--- src/rtl/jt51_pg_sched.sv ---
`default_nettype none
// ============================================================================
//  Module   : jt51_pg_sched
//  Purpose  : Phase-generator slot scheduler. Walks 32 operator slots, holds
//             the per-channel/per-slot PG register file written by the host,
//             and presents each slot's parameters at its pipeline stage.
//  Revision : 1.0  initial release
// ============================================================================
module jt51_pg_sched (
    input  logic       clk,
    input  logic       rst_n,
    input  logic       cen,
    input  logic       wr_req,
    input  logic [7:0] wr_addr,
    input  logic [7:0] wr_data,
    output logic       wr_ack,
    output logic       zero,
    output logic [6:0] kc_I,
    output logic [5:0] kf_I,
    output logic [2:0] pms_I,
    output logic [1:0] dt2_I,
    output logic [2:0] dt1_II,
    output logic       pg_rst_III,
    output logic [3:0] mul_VI
);

    logic [4:0]  r_cnt;
    logic [6:0]  r_kc    [8];
    logic [5:0]  r_kf    [8];
    logic [2:0]  r_pms   [8];
    logic [3:0]  r_keyon [8];
    logic [2:0]  r_dt1   [32];
    logic [3:0]  r_mul   [32];
    logic [1:0]  r_dt2   [32];
    logic [31:0] r_pending;
    logic        r_blocked;

    logic [4:0]  w_cnt_nx;
    logic [4:0]  w_slot_ii;
    logic [4:0]  w_slot_iii;
    logic [4:0]  w_slot_vi;
    logic        w_commit;
    logic [2:0]  w_kon_ch;
    logic [3:0]  w_kon_new;
    logic [3:0]  w_kon_rise;
    logic [31:0] w_pend_set;
    logic [31:0] w_pend_clr;

    // Outputs are loaded with the slot the counter is about to reach, so the
    // later stages simply look a fixed number of slots behind.
    assign w_cnt_nx   = r_cnt + 5'd1;
    assign w_slot_ii  = w_cnt_nx - 5'd1;
    assign w_slot_iii = w_cnt_nx - 5'd2;
    assign w_slot_vi  = w_cnt_nx - 5'd5;

    // A held request commits once; it must drop before the next one counts.
    assign w_commit   = cen & wr_req & ~r_blocked;
    assign w_kon_ch   = wr_data[2:0];
    assign w_kon_new  = wr_data[6:3];
    assign w_kon_rise = w_kon_new & ~r_keyon[w_kon_ch];

    // Pending set/clear masks; a set in the same cycle as a clear wins.
    always_comb begin
        w_pend_set = '0;
        w_pend_clr = '0;
        if (w_commit && wr_addr == 8'h08) begin
            for (int op = 0; op < 4; op++) begin
                if (w_kon_rise[op]) w_pend_set[op*8 + int'(w_kon_ch)] = 1'b1;
            end
        end
        if (cen) w_pend_clr[w_slot_iii] = 1'b1;
    end

    // Slot counter.
    always_ff @(posedge clk) begin
        if (!rst_n)   r_cnt <= '0;
        else if (cen) r_cnt <= w_cnt_nx;
    end

    // Host write handshake: one-cycle ack after commit, re-arm on wr_req low.
    always_ff @(posedge clk) begin
        if (!rst_n) begin
            wr_ack    <= 1'b0;
            r_blocked <= 1'b0;
        end else begin
            wr_ack <= w_commit;
            if (w_commit)     r_blocked <= 1'b1;
            else if (!wr_req) r_blocked <= 1'b0;
        end
    end

    // Register file writes; unmapped addresses are acknowledged and dropped.
    always_ff @(posedge clk) begin
        if (!rst_n) begin
            for (int i = 0; i < 8; i++) begin
                r_kc[i]    <= '0;
                r_kf[i]    <= '0;
                r_pms[i]   <= '0;
                r_keyon[i] <= '0;
            end
            for (int i = 0; i < 32; i++) begin
                r_dt1[i] <= '0;
                r_mul[i] <= '0;
                r_dt2[i] <= '0;
            end
        end else if (w_commit) begin
            casez (wr_addr)
                8'h08:       r_keyon[w_kon_ch]    <= w_kon_new;
                8'b0010_1???: r_kc[wr_addr[2:0]]  <= wr_data[6:0];
                8'b0011_0???: r_kf[wr_addr[2:0]]  <= wr_data[7:2];
                8'b0011_1???: r_pms[wr_addr[2:0]] <= wr_data[6:4];
                8'b010?_????: begin
                    r_dt1[wr_addr[4:0]] <= wr_data[6:4];
                    r_mul[wr_addr[4:0]] <= wr_data[3:0];
                end
                8'b110?_????: r_dt2[wr_addr[4:0]] <= wr_data[7:6];
                default: ;
            endcase
        end
    end

    // Pending phase-reset flags, one per slot.
    always_ff @(posedge clk) begin
        if (!rst_n) r_pending <= '0;
        else        r_pending <= (r_pending & ~w_pend_clr) | w_pend_set;
    end

    // Staged slot outputs, loaded on each enabled cycle.
    always_ff @(posedge clk) begin
        if (!rst_n) begin
            zero       <= 1'b1;
            kc_I       <= '0;
            kf_I       <= '0;
            pms_I      <= '0;
            dt2_I      <= '0;
            dt1_II     <= '0;
            pg_rst_III <= 1'b0;
            mul_VI     <= '0;
        end else if (cen) begin
            zero       <= (w_cnt_nx == 5'd0);
            kc_I       <= r_kc[w_cnt_nx[2:0]];
            kf_I       <= r_kf[w_cnt_nx[2:0]];
            pms_I      <= r_pms[w_cnt_nx[2:0]];
            dt2_I      <= r_dt2[w_cnt_nx];
            dt1_II     <= r_dt1[w_slot_ii];
            pg_rst_III <= r_pending[w_slot_iii];
            mul_VI     <= r_mul[w_slot_vi];
        end
    end

endmodule
`default_nettype wire

--- config.mk ---
export PLATFORM = sky130hd
export DESIGN_NAME = jt51_pg_sched
export DESIGN_NICKNAME = d
export VERILOG_FILES = /design/src/rtl/jt51_pg_sched.sv
export SDC_FILE = /design/constraint.sdc
export NUM_CORES = 1
export LEC_CHECK = 0
export BUFFER_PORTS_ARGS = -buffer_cell sky130_fd_sc_hd__buf_2
export CAP_MARGIN = 20
export CORE_AREA = 2 2 176 264
export DETAILED_ROUTE_END_ITERATION = 7
export DIE_AREA = 0 0 178 266
export PLACE_DENSITY = 0.75
export SLEW_MARGIN = 20
export SYNTH_ARGS = -nofsm -noshare
export SYNTH_HDL_FRONTEND = slang
export SYNTH_SLANG_ARGS = --single-unit
--- constraint.sdc ---
create_clock -name clk -period 14 [get_ports clk]
set_clock_uncertainty 0.2 [all_clocks]
set_input_delay 2.1 -clock clk [delete_from_list [all_inputs] [get_ports clk]]
set_output_delay 2.1 -clock clk [all_outputs]
set_load 0.01 [all_outputs]
**Word level (Yosys, flattened, before mapping)**

Memory sizes are Yosys's and may differ from the RTL's. A register that Yosys moved wholly into a read port is not among the register bits.
Cells that the tools add are included.
W data, S select, Z words.

- Bits in registers: 41
- Bits in writable memories: 448
- Input port bits: 20
- Output and inout bits: 28
- Word-level logic and storage cells: 137
- Memories kept: 7

- Add/sub/neg operators: 7
- Magnitude comparators: 10
- Equality and inequality tests: 7
- Multiplexer cells: 69
- Bitwise operators: 11
- Reduce and logical (&&, ||, !) cells: 20

Memories:

| memory | depth | bits a word | rd ports | clocked after memory_dff | wr ports | RTL line | text |
|---|---|---|---|---|---|---|---|
| r_mul | 32 | 4 | 1 | 1 | 32 | 33 | `logic [3:0] r_mul [32];` |
| r_dt1 | 32 | 3 | 1 | 1 | 32 | 32 | `logic [2:0] r_dt1 [32];` |
| r_dt2 | 32 | 2 | 1 | 1 | 32 | 34 | `logic [1:0] r_dt2 [32];` |
| r_kc | 8 | 7 | 1 | 1 | 8 | 28 | `logic [6:0] r_kc [8];` |
| r_kf | 8 | 6 | 1 | 1 | 8 | 29 | `logic [5:0] r_kf [8];` |
| r_keyon | 8 | 4 | 1 | 0 | 8 | 31 | `logic [3:0] r_keyon [8];` |
| 1 more memories | -- | -- | -- | -- | -- | -- |  |

Operators by type and width:

| cell | number |
|---|---|
| $mux W32 | 8 |
| $or A32 B32 Y32 | 4 |
| $mux W1 | 40 |
| $and A32 B32 Y32 | 1 |
| $not A32 Y32 | 1 |
| $demux W1 S5 | 4 |
| $mux W3 | 6 |
| $eq A5 B3 Y1 const B | 3 |
| $mux W5 | 3 |
| $add A5 B3 Y6 const A | 2 |
| $ge A6 B1 Y1 const B | 2 |
| $lt A5 B6 Y1 const B | 2 |
| $lt A6 B6 Y1 const B | 2 |
| $ge A5 B1 Y1 const B | 2 |
| $eq A8 B4 Y1 const B | 1 |
| $mux W4 | 2 |
| $mux W8 | 1 |
| $reduce_or A4 Y1 | 2 |
| $mux W7 | 1 |
| $reduce_or A7 Y1 | 1 |
| $logic_and A1 B1 Y1 | 6 |
| $logic_not A1 Y1 | 6 |
| $lt A3 B6 Y1 const B | 1 |
| $mux W6 | 1 |
| other kinds (20) | 22 |

**Logic depth before layout (Yosys ltp)**

Gate-level depths: netlist (run 1).

- Depth in word-level cells: 16
- Depth in mapped cells: 18
- Mapped depth without buffers: 11

**Least setup slack after synthesis (run 1)**

No wires, ideal clock.

- Path type: input to register
- Start point: input cen
- End point: memory r_dt1[27][0] (enable)
- Library setup time: 381 ps
- Data arrival time: 4012 ps
- Data required time: 13419 ps
- Path slack: 9407 ps
- Stages on the path: 8
- Buffers on the path: 3
- Cell sequence: and4b_1 -> nor2b_1 -> nand2_1 -> or2_2 -> clkbuf_1 -> clkbuf_1 -> clkbuf_1 -> o21ai_0

RTL lines:

| what | RTL line | text |
|---|---|---|
| start, declared | 12 | `input logic cen,` |
| end, declared | 32 |  |

==> reports/metrics.cfg, run 1 <==
[synth]
syn-instance-count = 1976
synth_top_area_cell = edfxtp_1
yosys-top-cells-count = edfxtp_1, nand2_1, and3_1, nor2_1, clkbuf_1
ys_seq_area_frac = 0.605
synthTopCellsByArea = edfxtp_1, mux4_2, and3_1
synth_seq_cells = 514
synth_top_cell_area_share = 0.551
yosys.cell_types.count = 64
synth.most_common_cell = edfxtp_1
synth_nets = 2005
synth-edff-count = 448
syn_area_per_cell_sq_um = 12.4
ys.flop_type = edfxtp_1
yosys_warnings = 0
synth.cell_area_sq_um = 24400
async_flop_share = 0

[job]
max-cap-violations = 0

[worst_setup_path]
end_kind = register
path_cells = buf_2 > buf_4 > and4b_1 > nor2b_1 > nand2_1 > nor2_4 > nand2_1 > o21ai_0
critPathSlowestCell = o21ai_0
crit_path_max_fanout = 69
crit_path_frequent_cell = nand2_1
required_ns = 13.98
cp-start-kind = input pin
path_depth = 8
critical_path.top_delay_family = simple AND/OR/NAND/NOR gates
cp-startpoint = cen
crit_type = input pin to register
worstPathArrival_ns = 5.98
r2r_end = dt1_II[2]
r2r_cells = 12
rrSetupSlack_ns = 8.67
cpPeakStageDelay_ns = 0.99
r2r_start = r_cnt[1]
crit_buf_inv = 2

[detailed_routing]
drc_errors = 0
firstDrtPassIters = 8
vias = 16462
routedWlPerCell_microns = 25.3
wl_mm = 64.7
vias_per_cell = 6.45
drtIter0Drc = 1840
drtAntennaViolNets = 0

[place]
gp_congestion = 0.887
numPortBuffers = 47
place_area_sq_um = 25000
place_inst = 2468
dp_hpwl_mm = 42.8

[clocking]
ctsLongestPathBuffers = 3
holdBufCountCts = 0
cts.root.buffer_cell = clkbuf_16
htree_num_levels = 2
cts.sinks = 514
cts-buffers-inserted = 46
insertion_delay_ns = 0.58
ctsResizeCount = 0
post-cts-setup-buffer-count = 0
tritoncts = done
clk_pin_slew_ns = 0.06

[global_routing]
antenna_found_initial = 1
grt_use_total = 0.276
grt-ovfl-total = 0
grt_pass1_vias = 16591
grt_max_degree = 108
grt_first_pass_wirelength_mm = 97.7

[sta]
fin_crit_ns = 6.00
drv_slew = 0
grt_setup_unrepaired = false
final_hold_viol_count = 0
tns_ns = 0
fmax_ghz = 0.167
fin_crit_sh = 0.429
relSlewSlack = 0.292
finalSetupViolCount = 0
worst_slew_pin_slew_ns = 1.06

[cells_and_area]
final_cells = 2554
fillerInstances = 3480
stdcell_area_sq_um = 26700
syn2layout_area_growth_pct = 9.27
drive_gt1_frac = 0.148
nets = 1957
diodes = 0

[power_and_ir_drop]
cellPowerDensity_nw_per_um2 = 129
leakage_nw = 10.4
power_mw = 3.45
ir_drop_v = 0.0000858

[worst_hold_path]
hold_class = register to register
min-delay-start = pg_rst_III
min_to = pg_rst_III
holdPathStages = 2

[floorplan]
core_area_sq_um = 45300
die_area_sq_um = 47300
start_util = 0.539
row_count = 96
die_w_microns = 178
pin_count = 48
die_y_microns = 266

[outcome]
status = completed

[kinds of logic after synthesis]
| group | share of synthesized area |
|---|---|
| and+or+nand+nor | 0.188 |
| DFF | 0.605 |
| buffers and inverters | 0.0328 |
| AOI/OAI and AO/OA | 0.0574 |
| muxes | 0.105 |
| xor gates and xnor gates | 0.00707 |
| adders and majority gates | 0.00461 |
[sequential cells by signal, indices dropped and copies added, names as in the netlist, 2 cells and up]
name       flops
dt1_II         3
dt2_I          2
kc_I           7
kf_I           6
mul_VI         4
pms_I          3
r_cnt          5
r_dt1         96
r_dt2         64
r_kc          56
r_keyon       32
r_kf          48
r_mul        128
r_pending     32
r_pms         24
[worst reg2reg max path: stages (launching register included)]
cell and delay (ns):
dfxtp_1 0.61, ha_1 0.63, xor2_4 0.85, inv_1 0.17
ha_1 0.36, and2_1 0.22, a221oi_4 0.37, xnor2_2 0.15
buf_4 0.39, nand2_1 0.21, and3_1 0.22, a2111oi_0 0.62
a32o_1 0.26
[cell usage in the layout, fill, tap and decap left out, types with 7 or more instances in the layout]
master / synthesis / final
mux2i_1: 50 / 50
a21oi_1: 10 / 10
or2_2: 10 / 10
buf_4: 6 / 46
and3_1: 214 / 213
o211a_1: 18 / 18
mux4_2: 90 / 90
clkbuf_16: 0 / 51
buf_2: 21 / 46
edfxtp_1: 448 / 448
o21ai_0: 79 / 78
xnor2_1: 9 / 8
nand2b_1: 10 / 10
nand4_1: 28 / 28
nor2_1: 192 / 190
nand2_1: 216 / 216
nor2b_1: 9 / 9
and2_1: 132 / 132
nor3_1: 28 / 28
ha_1: 9 / 8
a32o_1: 17 / 17
nand3_1: 39 / 39
clkbuf_1: 148 / 8
a32oi_1: 13 / 13
inv_1: 7 / 7
o311ai_0: 16 / 16
dfxtp_1: 66 / 65
[how the worst max path moves through the flow]
| stage | end | slack [ns] |
|---|---|---|
| 2_1_floorplan | r_dt1[27][0] | 9.41 |
| 3_3_place_gp | r_dt1[5][0] | 7.82 |
| 3_5_place_dp | r_mul[1][1] | 7.53 |
| 4_1_cts | r_dt1[3][0] | 8.11 |
| 5_1_grt | r_dt1[3][0] | 7.73 |
| 6_report | r_dt1[3][0] | 8.00 |
[metrics by stage]
| step | util | hold slack, ns | setup WS [ns] |
|---|---|---|---|
| after floorplan | - | 0.264 | 9.41 |
| after global placement | 0.552 | 0.246 | 7.82 |
| after detailed placement | 0.552 | 0.262 | 7.53 |
| after CTS | 0.588 | 0.274 | 8.11 |
| after global routing | 0.589 | 0.295 | 7.73 |
| final | 0.589 | 0.267 | 8.00 |
[power by group]
part	total, mW	internal (mW)	switching, mW
logic	0.358	0.121	0.238
registers	1.73	1.71	0.0217
clock network	1.37	0.790	0.576
total	3.45	2.62	0.836
[per-layer routing]
| layer | global-route usage | routed length, microns | up-vias |
|---|---|---|---|
| met1 | 0.323 | 22300 | 8134 |
| met4 | 0.164 | 4120 | 0 |
| met2 | 0.483 | 33500 | 865 |
| met5 | 0 | 0 | - |
| met3 | 0.0368 | 4790 | 205 |
| li1 | - | - | 7258 |
[area by class of cell]
type / instances / area (sq um) / area share
flip-flops and latches: 514 / 14800 / 0.554
multi-input cells: 1266 / 8910 / 0.334
clock buffers: 61 / 1330 / 0.0500
well taps: 588 / 736 / 0.0276
repair buffers: 92 / 576 / 0.0216
clock inverters: 25 / 309 / 0.0116
inverters: 8 / 30.0 / 0.00113
Note: power is estimated with default switching activity, not from simulation.
==> inputs of run 2 (changes only) <==
Clock period 14 ns to 5.55 ns, I/O delays scaled along.
==> reports/metrics.cfg, run 2 (synthesis results as in run 1) <==
[place]
dp_hpwl_mm = 45.1  ; +5.3%
gp_congestion = 0.947  ; +6.8%
numPortBuffers = 47  ; unchanged
place_inst = 2476  ; +0.32%

[worst_setup_path]
crit_path_max_fanout = 24  ; -65%
end_kind = register
rrSetupSlack_ns = 1.05  ; -7.62 ns
required_ns = 5.84  ; -8.14 ns
crit_type = register to register
crit_buf_inv = 2  ; unchanged
cp-start-kind = register
worstPathArrival_ns = 4.79  ; -1.19 ns
r2r_cells = 12  ; unchanged
critical_path.top_delay_family = XOR/XNOR gates
cpPeakStageDelay_ns = 0.73  ; -0.26 ns
r2r_end = mul_VI[0]
critPathSlowestCell = xnor2_4
r2r_start = r_cnt[1]
path_cells = ha_1 > buf_4 > xor2_4 > buf_4 > ha_1 > and4_4 > a211oi_4 > xnor2_4 > mux4_2 > o32ai_1 > nor4_1 > a21o_1

[worst_hold_path]
min-delay-start = kf_I[1]
hold_class = register to register
holdPathStages = 1  ; -1
min_to = kf_I[1]

[clocking]
insertion_delay_ns = 0.60  ; +0.02 ns
htree_num_levels = 2  ; unchanged
cts.sinks = 514  ; unchanged
clk_pin_slew_ns = 0.07  ; about the same
tritoncts = done
holdBufCountCts = 0  ; unchanged
cts.root.buffer_cell = clkbuf_16
ctsLongestPathBuffers = 3  ; unchanged
cts-buffers-inserted = 48  ; +4.3%
ctsResizeCount = 0  ; unchanged
post-cts-setup-buffer-count = 0  ; unchanged

[cells_and_area]
reg_top3 = r_mul x128, r_dt1 x96, r_dt2 x64
fillerInstances = 3513  ; +0.95%
final_cell_mix = edfxtp_1, nand2_1, and3_1, nor2_1, and2_1
final_common_cell = edfxtp_1
diodes = 0  ; unchanged
syn2layout_area_growth_pct = 8.83
final_cells = 2565  ; +0.43%
largest_reg_flops = 128  ; unchanged
largest_register = r_mul
drive_gt1_frac = 0.148  ; +0.000697
nets = 1967  ; +0.51%

[global_routing]
grt_use_total = 0.285  ; +0.00821
grtUsageMet3 = 0.0401  ; +0.00328
top_usage_layer = met2
grt-ovfl-total = 0  ; unchanged
grt_util_met1 = 0.329  ; +0.00646
grt_max_degree = 128  ; +19%
grt_first_pass_wirelength_mm = 99.7  ; +2.1%
grt_pass1_vias = 16770  ; +1.1%
antenna_found_initial = 1  ; unchanged
grt_use_met2 = 0.488  ; +0.00503

[outcome]
status = completed

[floorplan]
die_w_microns = 178  ; unchanged
die_area_sq_um = 47300  ; unchanged
pin_count = 48  ; unchanged
start_util = 0.539  ; unchanged
core_area_sq_um = 45300  ; unchanged
row_count = 96  ; unchanged
die_y_microns = 266  ; unchanged

[power_and_ir_drop]
ir_drop_v = 0.000226  ; +160%
p_sw_mw = 2.12  ; +150%
p_int_mw = 6.35  ; +140%
comb_power_share = 0.107  ; +0.003
pwr-share-seq = 0.514  ; +0.014
leakage_nw = 10.4  ; -0.39%
p_sw_frac = 0.250  ; +0.00796
pwr-share-clk = 0.379  ; -0.017
cellPowerDensity_nw_per_um2 = 319  ; +150%

[detailed_routing]
firstDrtPassIters = 6  ; -2
drtAntennaViolNets = 0  ; unchanged
routedWlPerCell_microns = 25.9  ; +2.4%
drtIter0Drc = 1992  ; +8.3%
drc_errors = 0  ; unchanged
vias = 16588  ; +0.77%
wl_mm = 66.5  ; +2.8%
vias_per_cell = 6.47  ; +0.33%

[sta]
grt_setup_unrepaired = false
fmax_ghz = 0.222
final_hold_viol_count = 0  ; unchanged
fin_crit_ns = 4.50
drv_slew = 0  ; unchanged
finalSetupViolCount = 0  ; unchanged
worst_slew_pin_slew_ns = 1.10  ; +0.0354 ns
fin_crit_sh = 0.810
tns_ns = 0  ; unchanged
relSlewSlack = 0.268  ; -0.0240

[job]
max-cap-violations = 0  ; unchanged

run 2: changes by cell type in the layout (fill, tap and decap cells not counted), sizes merged:
cell / delta
buf: +8
bufinv: -3
clkbuf: -7
clkinv: +13
clkinvlp: +4
inv: -4
run 2: power by group through the flow:
stage	Combinational [mW]	Sequential, mW	Clock, mW
CTS	0.898	4.36	3.23
global route	0.962	4.36	3.37
floorplan	0.608	4.42	0
global placement	0.878	4.43	0
finish	0.907	4.36	3.21
detailed placement	0.895	4.44	0
run 2: worst max path at each step:
stage          startpoint           to  cells past startpoint
2_1_floorplan    r_cnt[0]    dt1_II[2]                     17
3_3_place_gp        rst_n  r_mul[6][1]                      7
3_5_place_dp        rst_n  r_mul[7][3]                      7
4_1_cts          r_cnt[1]    mul_VI[0]                     12
5_1_grt          r_cnt[1]    mul_VI[0]                     12
6_report         r_cnt[1]    mul_VI[0]                     12
run 2: worst reg2reg max path, delay by kind of cell (launching register included):
kind                       cells  cell delay, ns
buffers and inverters          2            0.59
xor gates and xnor gates       2            0.89
DFF                            1            0.61
and+or+nand+nor                2            0.39
AOI/OAI and AO/OA              3            0.76
adders and majority gates      2            0.52
muxes                          1            0.44
run 2: metal layers:
layer,vias to the layer above,share of wire
met5,-,0
met4,0,0.077
met3,253,0.076
met2,924,0.51
met1,8152,0.34
li1,7259,-
run 2: cell type report:
cell class	instances	area, sq um	share of cell area
clock buffer	54	1220	0.0461
clock inverter	35	282	0.0106
tap	588	736	0.0277
multi-input combinational	1266	8880	0.334
sequential	514	14800	0.556
timing repair buffer	100	636	0.0239
inverter	8	30.0	0.00113
run 2: per-stage QoR:
stage	hold slack (ns)	util	setup WS, ns	total power, mW	instance area, sq um
floorplan	0.264	-	1.15	5.03	24400
global placement	0.262	0.553	1.23	5.31	25100
detailed placement	0.263	0.553	1.10	5.33	25100
CTS	0.282	0.587	1.24	8.49	26600
global route	0.297	0.587	0.880	8.69	26600
finish	0.278	0.587	1.05	8.47	26600
==> inputs of run 3 (changes only) <==
Clock period 5.55 ns to 4.2 ns, I/O delays scaled along.
==> reports/metrics.cfg, run 3 (synthesis results as in run 1) <==
[worst_hold_path]
hold_class = input pin to register
min_to = r_blocked
holdPathStages = 2  ; +1
min-delay-start = wr_req

[clocking]
ctsResizeCount = 0  ; unchanged
ctsLongestPathBuffers = 3  ; unchanged
cts.sinks = 514  ; unchanged
htree_num_levels = 2  ; unchanged
clk_pin_slew_ns = 0.07  ; about the same
post-cts-setup-buffer-count = 0  ; unchanged
cts.root.buffer_cell = clkbuf_16
holdBufCountCts = 0  ; unchanged
cts-buffers-inserted = 47  ; -2.1%
insertion_delay_ns = 0.59  ; about the same
tritoncts = done

[place]
gp_congestion = 0.908  ; -4.1%
numPortBuffers = 47  ; unchanged
dp_hpwl_mm = 46.0  ; +2.1%
place_ws_ns = 0.436  ; -0.664 ns

[sta]
worst_slew_pin_slew_ns = 1.14  ; +0.0418 ns
fmax_ghz = 0.261  ; +17%
hold-worst-slack_ns = 0.117  ; -0.161 ns
grt_setup_unrepaired = false
final.setup.worst_slack_ns = 0.367  ; -0.688 ns
final_hold_viol_count = 0  ; unchanged
fin_crit_sh = 0.913  ; +0.103
finalSetupViolCount = 0  ; unchanged
tns_ns = 0  ; unchanged
relSlewSlack = 0.240  ; -0.0279
drv_slew = 0  ; unchanged
fin_crit_ns = 3.83  ; -0.662 ns

[worst_setup_path]
crit_type = register to register
r2r_cells = 12  ; unchanged
required_ns = 4.46  ; -1.38 ns
r2r_start = r_cnt[1]
r2r_end = mul_VI[0]
cp-start-kind = register
crit_path_max_fanout = 22  ; -8.3%
rrSetupSlack_ns = 0.37  ; -0.69 ns
worstPathArrival_ns = 4.09  ; -0.70 ns
end_kind = register

[cells_and_area]
fillerInstances = 3440  ; -2.1%
ff_latch_area_sq_um = 14800  ; unchanged
final_core_util = 0.595  ; +0.00879
multi_input_area_sq_um = 8890  ; about the same
final_common_cell = edfxtp_1
reg_top3 = r_mul x128, r_dt1 x96, r_dt2 x64
syn2layout_area_growth_pct = 10.5
largest_register = r_mul
drive_gt1_frac = 0.159  ; +0.0112
nets = 1998  ; +1.6%
final_cell_mix = edfxtp_1, nand2_1, and3_1, nor2_1, and2_1
largest_reg_flops = 128  ; unchanged
diodes = 0  ; unchanged

[global_routing]
antenna_found_initial = 0  ; -1
grt_first_pass_wirelength_mm = 101  ; +0.89%
grt_use_total = 0.287  ; +0.00277
grt_pass1_vias = 16636  ; -0.80%
grt-ovfl-total = 0  ; unchanged
grt_max_degree = 157  ; +23%

[floorplan]
die_area_sq_um = 47300  ; unchanged
die_y_microns = 266  ; unchanged
row_count = 96  ; unchanged
die_w_microns = 178  ; unchanged
core_area_sq_um = 45300  ; unchanged
pin_count = 48  ; unchanged
start_util = 0.539  ; unchanged

[power_and_ir_drop]
cellPowerDensity_nw_per_um2 = 428  ; +34%
ir_drop_v = 0.000313  ; +38%
leakage_nw = 10.6  ; +2.1%

[detailed_routing]
drc_errors = 0  ; unchanged
wl_met3_mm = 4.20  ; -17%
routedWlPerCell_microns = 25.8  ; -0.36%
met2RoutedLength_mm = 34.5  ; +2.0%
drt-met1-wl_mm = 23.6  ; +4.9%
vias_per_cell = 6.42  ; -0.67%
drtIter0Drc = 2006  ; +0.70%
drtAntennaViolNets = 0  ; unchanged
wl_mm = 67.1  ; +0.81%
firstDrtPassIters = 7  ; +1
vias = 16669  ; +0.49%
dr.max_layer_used = met4

[outcome]
status = completed

[job]
max-cap-violations = 0  ; unchanged

==> run 3: cell count changes in the layout (fill, tap and decap cells not counted), moves of 2 or more <==
cell        previous run  this run
buf_12                 0         3
buf_4                 54        83
bufinv_16              3         8
clkbuf_1               6        13
clkbuf_8               0         3
clkinv_1              10         7
clkinv_2              12         4
clkinvlp_2             2         0
clkinvlp_4             4         2
==> run 3: final cells by class <==
| type | count | share of cell area |
|---|---|---|
| Clock buffer | 64 | 0.0479 |
| Clock inverter | 23 | 0.0121 |
| Inverter | 8 | 0.00111 |
| Multi-Input combinational cell | 1266 | 0.330 |
| Sequential cell | 514 | 0.548 |
| Tap cell | 588 | 0.0273 |
| Timing Repair Buffer | 132 | 0.0339 |
==> run 3: through the flow <==
step	std cells	total power, mW	area, sq um
finish	2595	11.5	27000
global route	2595	11.8	27000
CTS	2595	11.6	27000
detailed placement	2508	7.07	25300
global placement	2508	7.04	25300
floorplan	1976	6.64	24400
==> run 3: worst max-delay path by stage <==
stage	startpoint	to	slack, ns	cells after the start
final	r_cnt[1]	mul_VI[0]	0.37	12
after global routing	r_cnt[1]	mul_VI[0]	0.14	12
after CTS	r_cnt[1]	mul_VI[0]	0.39	12
after detailed placement	r_cnt[1]	mul_VI[0]	0.44	12
after global placement	r_cnt[1]	mul_VI[0]	0.51	12
after floorplan	r_cnt[0]	dt1_II[2]	0.05	17
==> run 3: power breakdown <==
part           total (mW)  switching, mW  internal [mW]
combinational        1.22          0.794          0.427
clock                4.56           1.91           2.65
sequential           5.75         0.0672           5.69
total                11.5           2.77           8.76
==> run 3: routing by layer <==
metal / global-route usage / vias to the layer above
met2: 0.498 / 841
li1: - / 7336
met1: 0.341 / 8270
met5: 0 / -
met4: 0.176 / 0
met3: 0.0327 / 222
==> run 3: worst max-delay path: stages (launching register included) <==
cell and delay [ns]:
dfxtp_1 0.42, inv_1 0.10, ha_2 0.36, inv_1 0.08
ha_1 0.19, nor3_1 0.30, a211oi_4 0.15, xnor2_4 0.71
buf_4 0.36, mux4_2 0.35, o32ai_1 0.24, nor4_1 0.09
a21o_1 0.16
